<file path="config.mk">
export PLATFORM = sky130hd
export DESIGN_NAME = y_mc_ctrl_flat
export DESIGN_NICKNAME = d
export VERILOG_FILES = /design/src/rtl/y_mc_ctrl_if.sv /design/src/rtl/y_mc_ctrl.sv /design/src/flat_wrapper.sv
export SDC_FILE = /design/constraint.sdc
export NUM_CORES = 1
export LEC_CHECK = 0
export CORE_ASPECT_RATIO = 1.5
export CORE_MARGIN = 3
export CORE_UTILIZATION = 45
export DETAILED_ROUTE_END_ITERATION = 10
export PLACE_DENSITY = 0.88
export SKIP_CTS_REPAIR_TIMING = 1
export SLEW_MARGIN = 20
export SYNTH_ARGS = -nofsm -noshare
export SYNTH_HDL_FRONTEND = slang
export SYNTH_SLANG_ARGS = --single-unit
</file>
<file path="constraint.sdc">
create_clock -name clk -period 2.4 [get_ports clk]
set_input_delay 0.6 -clock clk [delete_from_list [all_inputs] [get_ports clk]]
set_output_delay 0.6 -clock clk [all_outputs]
set_load 0.02 [all_outputs]
</file>
<file path="src/rtl/y_mc_ctrl_if.sv">
// Control bus between the y_mc_ctrl sequencer and the yIF/yID/yEX/yDM/yWB/yPC datapath.
// master = sequencer side, slave = datapath side.
interface y_mc_ctrl_if #(
  parameter int CNT_W = 32
);
  logic [31:0]      ins;
  logic             zero;
  logic             mem_ready;
  logic             int_req;
  logic             ir_we;
  logic             pc_we;
  logic             RegWrite;
  logic             ALUSrc;
  logic [2:0]       op;
  logic             MemRead;
  logic             MemWrite;
  logic             Mem2Reg;
  logic             isbranch;
  logic             isjump;
  logic             INT;
  logic             illegal;
  logic [CNT_W-1:0] retired;

  modport master (
    input  ins, zero, mem_ready, int_req,
    output ir_we, pc_we, RegWrite, ALUSrc, op, MemRead, MemWrite, Mem2Reg,
           isbranch, isjump, INT, illegal, retired
  );

  modport slave (
    output ins, zero, mem_ready, int_req,
    input  ir_we, pc_we, RegWrite, ALUSrc, op, MemRead, MemWrite, Mem2Reg,
           isbranch, isjump, INT, illegal, retired
  );
endinterface

</file>
<file path="src/rtl/y_mc_ctrl.sv">
// Multi-cycle FETCH/DECODE/EXEC/MEM/WB control sequencer for a small RV32I subset.
// Controls are Moore outputs of the state and the latched opcode/funct fields;
// only int_req (FETCH) and mem_ready (MEM) feed the state-dependent outputs.
// Optional macro Y_CTRL_TRAP_EN: illegal instructions trap through INT instead of
// retiring as a NOP.
module y_mc_ctrl #(
  parameter int CNT_W = 32
) (
  input  logic         clk,
  input  logic         rst_n,
  y_mc_ctrl_if.master  bus
);

  typedef enum logic [2:0] {FETCH, DECODE, EXEC, MEM, WB} state_t;

  localparam logic [6:0] OPC_R   = 7'b0110011;
  localparam logic [6:0] OPC_I   = 7'b0010011;
  localparam logic [6:0] OPC_LW  = 7'b0000011;
  localparam logic [6:0] OPC_SW  = 7'b0100011;
  localparam logic [6:0] OPC_BEQ = 7'b1100011;
  localparam logic [6:0] OPC_JAL = 7'b1101111;

  state_t           state, nstate;
  logic [6:0]       opc_q;
  logic [2:0]       f3_q;
  logic             f7_q;
  logic [CNT_W-1:0] retired_q;

  logic       is_alu, is_lw, is_sw, is_beq, is_jal;
  logic [2:0] alu_op;
  logic       alu_src;
  logic       retire;

  // Only opcode, funct3 and funct7[5] matter here; rs/rd/imm go to the datapath.
  logic unused_bits;
  assign unused_bits = &{1'b0, bus.zero, bus.ins[31], bus.ins[29:15], bus.ins[11:7]};

  // Maps funct3 (and the sub bit) to {legal, yAlu op}.
  function automatic logic [3:0] alu_decode(input logic [2:0] f3, input logic sub);
    case (f3)
      3'b000:  alu_decode = sub ? 4'b1110 : 4'b1010;
      3'b111:  alu_decode = 4'b1000;
      3'b110:  alu_decode = 4'b1001;
      3'b010:  alu_decode = 4'b1111;
      default: alu_decode = 4'b0000;
    endcase
  endfunction

  // Instruction class and ALU controls from the latched fields.
  always_comb begin
    logic [3:0] d;
    is_alu  = 1'b0;
    is_lw   = 1'b0;
    is_sw   = 1'b0;
    is_beq  = 1'b0;
    is_jal  = 1'b0;
    alu_op  = 3'b000;
    alu_src = 1'b0;
    d       = 4'b0000;
    case (opc_q)
      OPC_R: begin
        d      = alu_decode(f3_q, f7_q);
        is_alu = d[3];
        alu_op = d[2:0];
      end
      OPC_I: begin
        d       = alu_decode(f3_q, 1'b0);
        is_alu  = d[3];
        alu_op  = d[2:0];
        alu_src = d[3];
      end
      OPC_LW: if (f3_q == 3'b010) begin
        is_lw   = 1'b1;
        alu_op  = 3'b010;
        alu_src = 1'b1;
      end
      OPC_SW: if (f3_q == 3'b010) begin
        is_sw   = 1'b1;
        alu_op  = 3'b010;
        alu_src = 1'b1;
      end
      OPC_BEQ: if (f3_q == 3'b000) begin
        is_beq = 1'b1;
        alu_op = 3'b110;
      end
      OPC_JAL: is_jal = 1'b1;
      default: ;
    endcase
  end

  // Next state and datapath controls; reset forces every control low.
  always_comb begin
    nstate       = state;
    retire       = 1'b0;
    bus.ir_we    = 1'b0;
    bus.pc_we    = 1'b0;
    bus.RegWrite = 1'b0;
    bus.ALUSrc   = 1'b0;
    bus.op       = 3'b000;
    bus.MemRead  = 1'b0;
    bus.MemWrite = 1'b0;
    bus.Mem2Reg  = 1'b0;
    bus.isbranch = 1'b0;
    bus.isjump   = 1'b0;
    bus.INT      = 1'b0;
    bus.illegal  = 1'b0;
    if (rst_n) begin
      case (state)
        FETCH: begin
          if (bus.int_req) begin
            bus.INT   = 1'b1;
            bus.pc_we = 1'b1;
          end else begin
            bus.ir_we = 1'b1;
            nstate    = DECODE;
          end
        end
        DECODE: nstate = EXEC;
        EXEC: begin
          bus.op     = alu_op;
          bus.ALUSrc = alu_src;
          if (is_alu) begin
            nstate = WB;
          end else if (is_lw || is_sw) begin
            nstate = MEM;
          end else if (is_beq) begin
            bus.isbranch = 1'b1;
            bus.pc_we    = 1'b1;
            retire       = 1'b1;
            nstate       = FETCH;
          end else if (is_jal) begin
            bus.isjump = 1'b1;
            bus.pc_we  = 1'b1;
            retire     = 1'b1;
            nstate     = FETCH;
          end else begin
            bus.illegal = 1'b1;
            bus.pc_we   = 1'b1;
            nstate      = FETCH;
`ifdef Y_CTRL_TRAP_EN
            bus.INT     = 1'b1;
`else
            retire      = 1'b1;
`endif
          end
        end
        MEM: begin
          bus.op       = alu_op;
          bus.ALUSrc   = alu_src;
          bus.MemRead  = is_lw;
          bus.MemWrite = is_sw;
          if (bus.mem_ready) begin
            if (is_lw) begin
              nstate = WB;
            end else begin
              bus.pc_we = 1'b1;
              retire    = 1'b1;
              nstate    = FETCH;
            end
          end
        end
        WB: begin
          bus.op       = alu_op;
          bus.ALUSrc   = alu_src;
          bus.RegWrite = 1'b1;
          bus.Mem2Reg  = is_lw;
          bus.pc_we    = 1'b1;
          retire       = 1'b1;
          nstate       = FETCH;
        end
        default: nstate = FETCH;
      endcase
    end
  end

  // State, latched instruction fields and the retired-instruction counter.
  always_ff @(posedge clk) begin
    if (!rst_n) begin
      state     <= FETCH;
      opc_q     <= 7'd0;
      f3_q      <= 3'd0;
      f7_q      <= 1'b0;
      retired_q <= '0;
    end else begin
      state <= nstate;
      if (state == DECODE) begin
        opc_q <= bus.ins[6:0];
        f3_q  <= bus.ins[14:12];
        f7_q  <= bus.ins[30];
      end
      if (retire) retired_q <= retired_q + CNT_W'(1);
    end
  end

  assign bus.retired = retired_q;

endmodule

</file>
<file path="src/flat_wrapper.sv">
// flat-port wrapper written by rule: the top's interface ports become plain ports
module y_mc_ctrl_flat 
#(
  parameter int CNT_W = 32
)
  (clk, rst_n, bus_ins, bus_zero, bus_mem_ready, bus_int_req, bus_ir_we, bus_pc_we, bus_RegWrite, bus_ALUSrc, bus_op, bus_MemRead, bus_MemWrite, bus_Mem2Reg, bus_isbranch, bus_isjump, bus_INT, bus_illegal, bus_retired);
  y_mc_ctrl_if #(.CNT_W(CNT_W)) bus_i ();
  input  logic clk;
  input  logic rst_n;
  input wire logic [$bits(bus_i.ins)-1:0] bus_ins;
  input wire logic [$bits(bus_i.zero)-1:0] bus_zero;
  input wire logic [$bits(bus_i.mem_ready)-1:0] bus_mem_ready;
  input wire logic [$bits(bus_i.int_req)-1:0] bus_int_req;
  output wire logic [$bits(bus_i.ir_we)-1:0] bus_ir_we;
  output wire logic [$bits(bus_i.pc_we)-1:0] bus_pc_we;
  output wire logic [$bits(bus_i.RegWrite)-1:0] bus_RegWrite;
  output wire logic [$bits(bus_i.ALUSrc)-1:0] bus_ALUSrc;
  output wire logic [$bits(bus_i.op)-1:0] bus_op;
  output wire logic [$bits(bus_i.MemRead)-1:0] bus_MemRead;
  output wire logic [$bits(bus_i.MemWrite)-1:0] bus_MemWrite;
  output wire logic [$bits(bus_i.Mem2Reg)-1:0] bus_Mem2Reg;
  output wire logic [$bits(bus_i.isbranch)-1:0] bus_isbranch;
  output wire logic [$bits(bus_i.isjump)-1:0] bus_isjump;
  output wire logic [$bits(bus_i.INT)-1:0] bus_INT;
  output wire logic [$bits(bus_i.illegal)-1:0] bus_illegal;
  output wire logic [$bits(bus_i.retired)-1:0] bus_retired;
  assign bus_i.ins = bus_ins;
  assign bus_i.zero = bus_zero;
  assign bus_i.mem_ready = bus_mem_ready;
  assign bus_i.int_req = bus_int_req;
  assign bus_ir_we = bus_i.ir_we;
  assign bus_pc_we = bus_i.pc_we;
  assign bus_RegWrite = bus_i.RegWrite;
  assign bus_ALUSrc = bus_i.ALUSrc;
  assign bus_op = bus_i.op;
  assign bus_MemRead = bus_i.MemRead;
  assign bus_MemWrite = bus_i.MemWrite;
  assign bus_Mem2Reg = bus_i.Mem2Reg;
  assign bus_isbranch = bus_i.isbranch;
  assign bus_isjump = bus_i.isjump;
  assign bus_INT = bus_i.INT;
  assign bus_illegal = bus_i.illegal;
  assign bus_retired = bus_i.retired;
  y_mc_ctrl #(.CNT_W(CNT_W)) u_core (.clk(clk), .rst_n(rst_n), .bus(bus_i));
endmodule
</file>
=== Word-level counts from Yosys, hierarchy flattened ===
Cells that the tools add are included.

* Eq/ne operators: 15
* Add/sub/neg operators: 1
* Multiplexer cells: 63
* Reductions and logical operators: 6

{| class="wikitable"
|+ Operator list
! kind !! number
|-
| $mux W1 || 45
|-
| $add A32 B1 Y32 const B || 1
|-
| $pmux W4 S4 || 2
|-
| $mux W3 || 8
|-
| $pmux W3 S4 || 2
|-
| $eq A7 B6 Y1 const B || 2
|-
| $eq A7 B7 Y1 const B || 2
|-
| $eq A3 B2 Y1 const B || 3
|-
| $eq A3 B3 Y1 const B || 3
|-
| $eq A7 B2 Y1 const B || 1
|-
| $eq A7 B5 Y1 const B || 1
|-
| $logic_not A3 Y1 || 2
|-
| $mux W2 || 2
|-
| $ne A2 B2 Y1 const B || 2
|-
| $pmux W1 S2 || 2
|-
| $pmux W1 S4 || 1
|-
| $eq A3 B1 Y1 const B || 1
|-
| $pmux W1 S3 || 1
|-
| $reduce_or A3 Y1 || 1
|-
| $reduce_and A2 Y1 || 1
|-
| $reduce_or A2 Y1 || 1
|-
| $logic_or A1 B1 Y1 || 1
|}

* Logic and storage cells: 90
* Register bits: 46
* Input port bits: 37
* Output and inout bits: 46

=== Logic depth before layout (Yosys ltp) ===
* Word-level depth: 8
* Gate-level depth with buffers: 9
* Depth with buffers taken out: 6

=== Least setup slack after synthesis ===
Ideal clock, no wire load.

* Kind: in2out
* Start: in rst_n
* End: out bus_isjump
* Required time: 1800 ps
* Arrival time: 1976 ps
* Stages on the path: 6
* Slack: -176 ps
* Buffers on the path: 1
* Cells stage by stage: nand4bb_1 a21o_1 o22ai_2 clkbuf_1 nand2_1 nor3_1

* Word-level cells in the longest chain between the ends: 1

{| class="wikitable"
|+ Ends and longest elaborated chain
! what !! RTL line !! RTL
|-
| from (decl) || flat_wrapper.sv:9 || <nowiki>input logic rst_n;</nowiki>
|-
| $mux W1 || y_mc_ctrl.sv:107 || <nowiki>if (rst_n) begin</nowiki>
|-
| to (decl) || flat_wrapper.sv:23 || <nowiki>output wire logic [$bits(bus_i.isjump)-1:0] bus_isjump;</nowiki>
|}

Every way passes these cells.

=== Worst setup path in the final report ===
* Start: reg u_core.opc_q[2]
* End: out bus_isbranch

* Word-level cells in the longest chain between the ends: 7
* Elaborated cells between the ends (all ways): 15
* Classes of those cells: eq/ne (5); mux (9); reduce/logical (1)

{| class="wikitable"
|+ Ends and longest elaborated chain
! what !! RTL line !! RTL
|-
| from (decl) || y_mc_ctrl.sv:24 || <nowiki>logic [6:0] opc_q;</nowiki>
|-
| from (signal assigned) || y_mc_ctrl.sv:187 || <nowiki>opc_q <= bus.ins[6:0];</nowiki>
|-
| $eq A7 B7 Y1, or another cell as far along || y_mc_ctrl.sv:60 || <nowiki>case (opc_q)</nowiki>
|-
| $mux W1 || y_mc_ctrl.sv:60 ||
|-
| $mux W1 or $logic_or A1 B1 Y1 (tied branches) || y_mc_ctrl.sv:126, y_mc_ctrl.sv:124 ||
|-
| $mux W1 || y_mc_ctrl.sv:124 || <nowiki>end else if (is_lw || is_sw) begin</nowiki>
|-
| $mux W1 (*) || y_mc_ctrl.sv:122 || <nowiki>if (is_alu) begin</nowiki>
|-
| $mux W1 (*) || y_mc_ctrl.sv:108 || <nowiki>case (state)</nowiki>
|-
| $mux W1 (*) || y_mc_ctrl.sv:107 ||
|-
| to (decl) || flat_wrapper.sv:22 || <nowiki>output wire logic [$bits(bus_i.isbranch)-1:0] bus_isbranch;</nowiki>
|}

Mark *: on every way between the ends. The rest lies on a longest branch, timed or not.

==> impl_table.tex <==
\begin{tabular}{lr}
\hline
Metric & Value \\
\hline
\multicolumn{2}{l}{\textbf{Layout}} \\
\quad Layout cell share with drive strength beyond 1 & 25.9\% \\
\quad Layout-stage area growth over the synthesis result & 53.9\% \\
\quad Nets & 439 \\
\quad Area of the multi-input gates & 1530 sq um \\
\quad Antenna cells & 0 \\
\quad Register area & 926 sq um \\
\quad Filler cell count in the final layout & 387 \\
\quad Final Non-Filler Cells & 470 \\
\multicolumn{2}{l}{\textbf{Setup path}} \\
\quad Maximum fanout along the worst path & 4 \\
\quad Endpoint required time on the critical path & 1.80 ns \\
\quad Critical path capture point type & output pin \\
\quad Category of the most critical setup path & reg2out \\
\quad Worst EP arrival & 1.91 ns \\
\quad Nature of the critical path startpoint & flop \\
\multicolumn{2}{l}{\textbf{Timing}} \\
\quad Worst clock skew on the final layout & 0.00362 ns \\
\quad Number of failing setup endpoints in the final timing report & 10 \\
\quad Worst slew margin & 67.9\% \\
\quad Maximum operating frequency & 399 MHz \\
\quad Transition at the pin with the smallest max-transition slack & 0.480 ns \\
\quad Unrepaired setup endpoints after global routing & yes \\
\quad Tmin final & 2.51 ns \\
\quad Period Utilization, post-route & 104\% \\
\quad Final Hold Slack & 0.485 ns \\
\quad Worst setup margin & -0.108 ns \\
\quad Final hold violations & 0 \\
\quad Final max-slew violation count & 0 \\
\multicolumn{2}{l}{\textbf{Synth}} \\
\quad Dominant cells by area after synthesis & sky130\_fd\_sc\_hd\_\_dfxtp\_1 (38\%), sky130\_fd\_sc\_hd\_\_nor2\_1 (6.1\%), sky130\_fd\_sc\_hd\_\_mux2i\_1 (5.0\%) \\
\quad Avg Synthesized Cell Area & 8.20 sq um \\
\quad Share of the synthesized area in the top cell type & 38.2\% \\
\quad Flip-flop and latch count after synthesis & 46 \\
\quad Async set or reset register ratio after synthesis & 0\% \\
\quad Number of different library cells in the post-synthesis netlist & 46 \\
\quad Number of enable-type register cells in the synthesized netlist & 0 \\
\quad Most frequent cells after synthesis & sky130\_fd\_sc\_hd\_\_dfxtp\_1 (46), sky130\_fd\_sc\_hd\_\_nor2\_1 (39), sky130\_fd\_sc\_hd\_\_nand2\_1 (23) \\
\quad Sequential area share after synthesis & 38.2\% \\
\quad Post-Syn Instances & 294 \\
\quad Number of warning messages in the yosys log & 0 \\
\quad Top flip-flop cell by instance count after synthesis & sky130\_fd\_sc\_hd\_\_dfxtp\_1 \\
\quad Mapped cell area & 2410 sq um \\
\quad Dominant cell by count in the synthesized netlist & sky130\_fd\_sc\_hd\_\_dfxtp\_1 \\
\quad Synthesized Nets & 332 \\
\quad Largest area contributor in the synthesized netlist & sky130\_fd\_sc\_hd\_\_dfxtp\_1 \\
\multicolumn{2}{l}{\textbf{Floorplan}} \\
\quad Die span in y & 95.6 microns \\
\quad Placeable core area & 5160 sq um \\
\quad Die outline area & 6290 sq um \\
\quad Count of standard-cell rows & 32 \\
\quad Die width & 65.8 microns \\
\quad Starting Density & 46.7\% \\
\quad Count of pins on the block boundary & 83 \\
\multicolumn{2}{l}{\textbf{Drt}} \\
\quad Total wire length after detailed routing & 7890 microns \\
\quad DR vias/cell & 5.87 \\
\quad Mean routed wirelength per cell & 16.8 microns \\
\quad Total via count in the routed design & 2761 \\
\quad Number of remaining DRC errors & 0 \\
\quad Number of nets with antenna violations after routing & 0 \\
\quad Number of design-rule violations left by the first detailed-router iteration & 158 \\
\quad First drt pass iteration count & 4 \\
\multicolumn{2}{l}{\textbf{GRT}} \\
\quad Number of global-route vias before repair & 2485 \\
\quad Wire length of the first global-routing pass & 11000 microns \\
\quad Initial antenna violation count & 0 \\
\quad Pin count of the biggest net entering global routing & 36 \\
\quad Total GRT Usage & 22.0\% \\
\quad Total congestion overflow after global routing & 0 \\
\multicolumn{2}{l}{\textbf{Power}} \\
\quad Internal power & 0.00119 W \\
\quad Post-layout power & 0.00156 W \\
\quad Sequential power share & 50.7\% \\
\quad Leak & 1.40 nW \\
\quad Combinational fraction of design power & 12.6\% \\
\quad Net switching power & 0.000370 W \\
\quad Power Dens Cells & 420 nW/um\^{}2 \\
\quad Switching fraction of total power & 23.7\% \\
\quad Worst voltage drop across the vdd grid & 0.297 mV \\
\quad Clock Power Share & 36.7\% \\
\multicolumn{2}{l}{\textbf{Clock network}} \\
\quad CTS clk-pin slew, worst paths & 0.08 ns \\
\quad Maximum number of buffers from clock root to sink & 2 \\
\quad Clock Sink Count & 46 \\
\quad Insertion delay to the later sink of the worst-skew pair & 0.30 ns \\
\quad Root Driver & sky130\_fd\_sc\_hd\_\_clkbuf\_8 \\
\quad TritonCTS clock tree & yes \\
\quad CTS H-tree lvls & 2 \\
\quad Num CTS Buffers & 5 \\
\multicolumn{2}{l}{\textbf{Run status}} \\
\quad Run status & complete, but fails checks \\
\quad Violated checks & setup timing \\
\multicolumn{2}{l}{\textbf{Run}} \\
\quad Number of maximum-capacitance constraint violations & 0 \\
\multicolumn{2}{l}{\textbf{Place}} \\
\quad Post-DP HPWL & 5060 microns \\
\quad Pre-CTS setup slack & -0.701 ns \\
\quad Port-buffer cells & 60 \\
\quad Placed Cells incl. Taps & 454 \\
\quad Placer congestion estimate & 0.902 \\
\multicolumn{2}{l}{\textbf{Worst hold path}} \\
\quad Worst min path class & reg2reg \\
\hline
\end{tabular}
## area by class of cell
| cell class | count | share of cell area (%) |
|---|---|---|
| Clock buffer | 7 | 2.06 |
| Clock inverter | 1 | 0.810 |
| Inverter | 5 | 0.506 |
| Sequential cell | 46 | 25.0 |
| Tap cell | 68 | 2.29 |
| Multi-Input combinational cell | 227 | 41.2 |
| Timing Repair Buffer | 116 | 28.1 |
## power groups by stage
stage / logic (W) / registers, W / clock network [W]
after floorplan: 0.0000793 / 0.000802 / 0
after global placement: 0.000165 / 0.000803 / 0
after detailed placement: 0.000169 / 0.000804 / 0
after CTS: 0.000171 / 0.000786 / 0.000578
after global routing: 0.000207 / 0.000791 / 0.000615
final: 0.000196 / 0.000790 / 0.000572
## critical path: stages (launching register included)
cell,delay [ns]
sky130_fd_sc_hd__dfxtp_1,0.32
sky130_fd_sc_hd__nand4bb_4,0.26
sky130_fd_sc_hd__nand2b_1,0.21
sky130_fd_sc_hd__or3_4,0.43
sky130_fd_sc_hd__nor2_1,0.21
sky130_fd_sc_hd__buf_4,0.18
## sequential cells by signal (all words and copies together), names as in the netlist
| register | count |
|---|---|
| u_core.bus.retired | 32 |
| u_core.opc_q | 7 |
| u_core.f3_q | 3 |
| u_core.state | 3 |
| u_core.f7_q | 1 |
## routing by layer
layer	up-vias	global-route usage, %	wire, microns
met1	1315	25.2	2960
met2	121	40.3	4240
met3	31	2.71	371
li1	1294	-	-
met5	-	0	0
met4	0	9.00	318
## layout by cell type, fill, tap and decap left out, drive strengths merged, types with 3 or more instances in the layout
cell type,Yosys,routed
clkdlybuf4s50,0,45
and3,4,4
o2111ai,8,8
dlymetal6s2s,0,5
o211ai,8,8
xnor2,4,4
or4,5,5
xor2,9,9
nand3,6,6
nand2b,3,3
o21ai,14,14
o31ai,6,6
nor3,11,11
and2,8,8
nor4,3,3
buf,4,63
mux2i,12,12
nand2,23,23
or3,12,12
inv,4,4
nand4,6,6
clkbuf,12,10
a21oi,21,21
nor2,39,39
nor4b,3,3
nand4bb,3,3
dfxtp,46,46
nor3b,4,4
## path summary, 6_finish.rpt
check,start,to,slack (ns),cells past startpoint
worst min-delay path,u_core.bus.retired[31]$_SDFFE_PN0P_,u_core.bus.retired[31]$_SDFFE_PN0P_,0.49,2
worst max-delay path,u_core.opc_q[2]$_SDFFE_PN0P_,bus_isbranch,-0.11,5
worst min register to register,u_core.bus.retired[31]$_SDFFE_PN0P_,u_core.bus.retired[31]$_SDFFE_PN0P_,0.49,2
worst max register to register,u_core.opc_q[6]$_SDFFE_PN0P_,u_core.bus.retired[22]$_SDFFE_PN0P_,-0.03,10
## stage by stage
stage | setup TNS (ns) | utilization (%) | cell area (sq um)
finish | -0.310 | 71.8 | 3710
global route | -1.57 | 71.8 | 3710
CTS | -11.01 | 67.9 | 3510
detailed placement | -19.47 | 65.8 | 3400
global placement | -17.94 | 65.8 | 3400
floorplan | -0.0352 | - | 2410
## cells by family (layout without fill, tap and decap cells)
| family | after synthesis | count (layout) | share of synthesized area [%] |
|---|---|---|---|
| flops | 46 | 46 | 38.2 |
| buf+inv | 21 | 129 | 3.48 |
| xor+xnor | 13 | 13 | 4.72 |
| fa+ha+maj | 1 | 1 | 0.519 |
| simple gates | 135 | 135 | 30.3 |
| compound gates | 66 | 66 | 17.8 |
| mux | 12 | 12 | 4.98 |
Note: power is estimated with default switching activity, not from simulation.
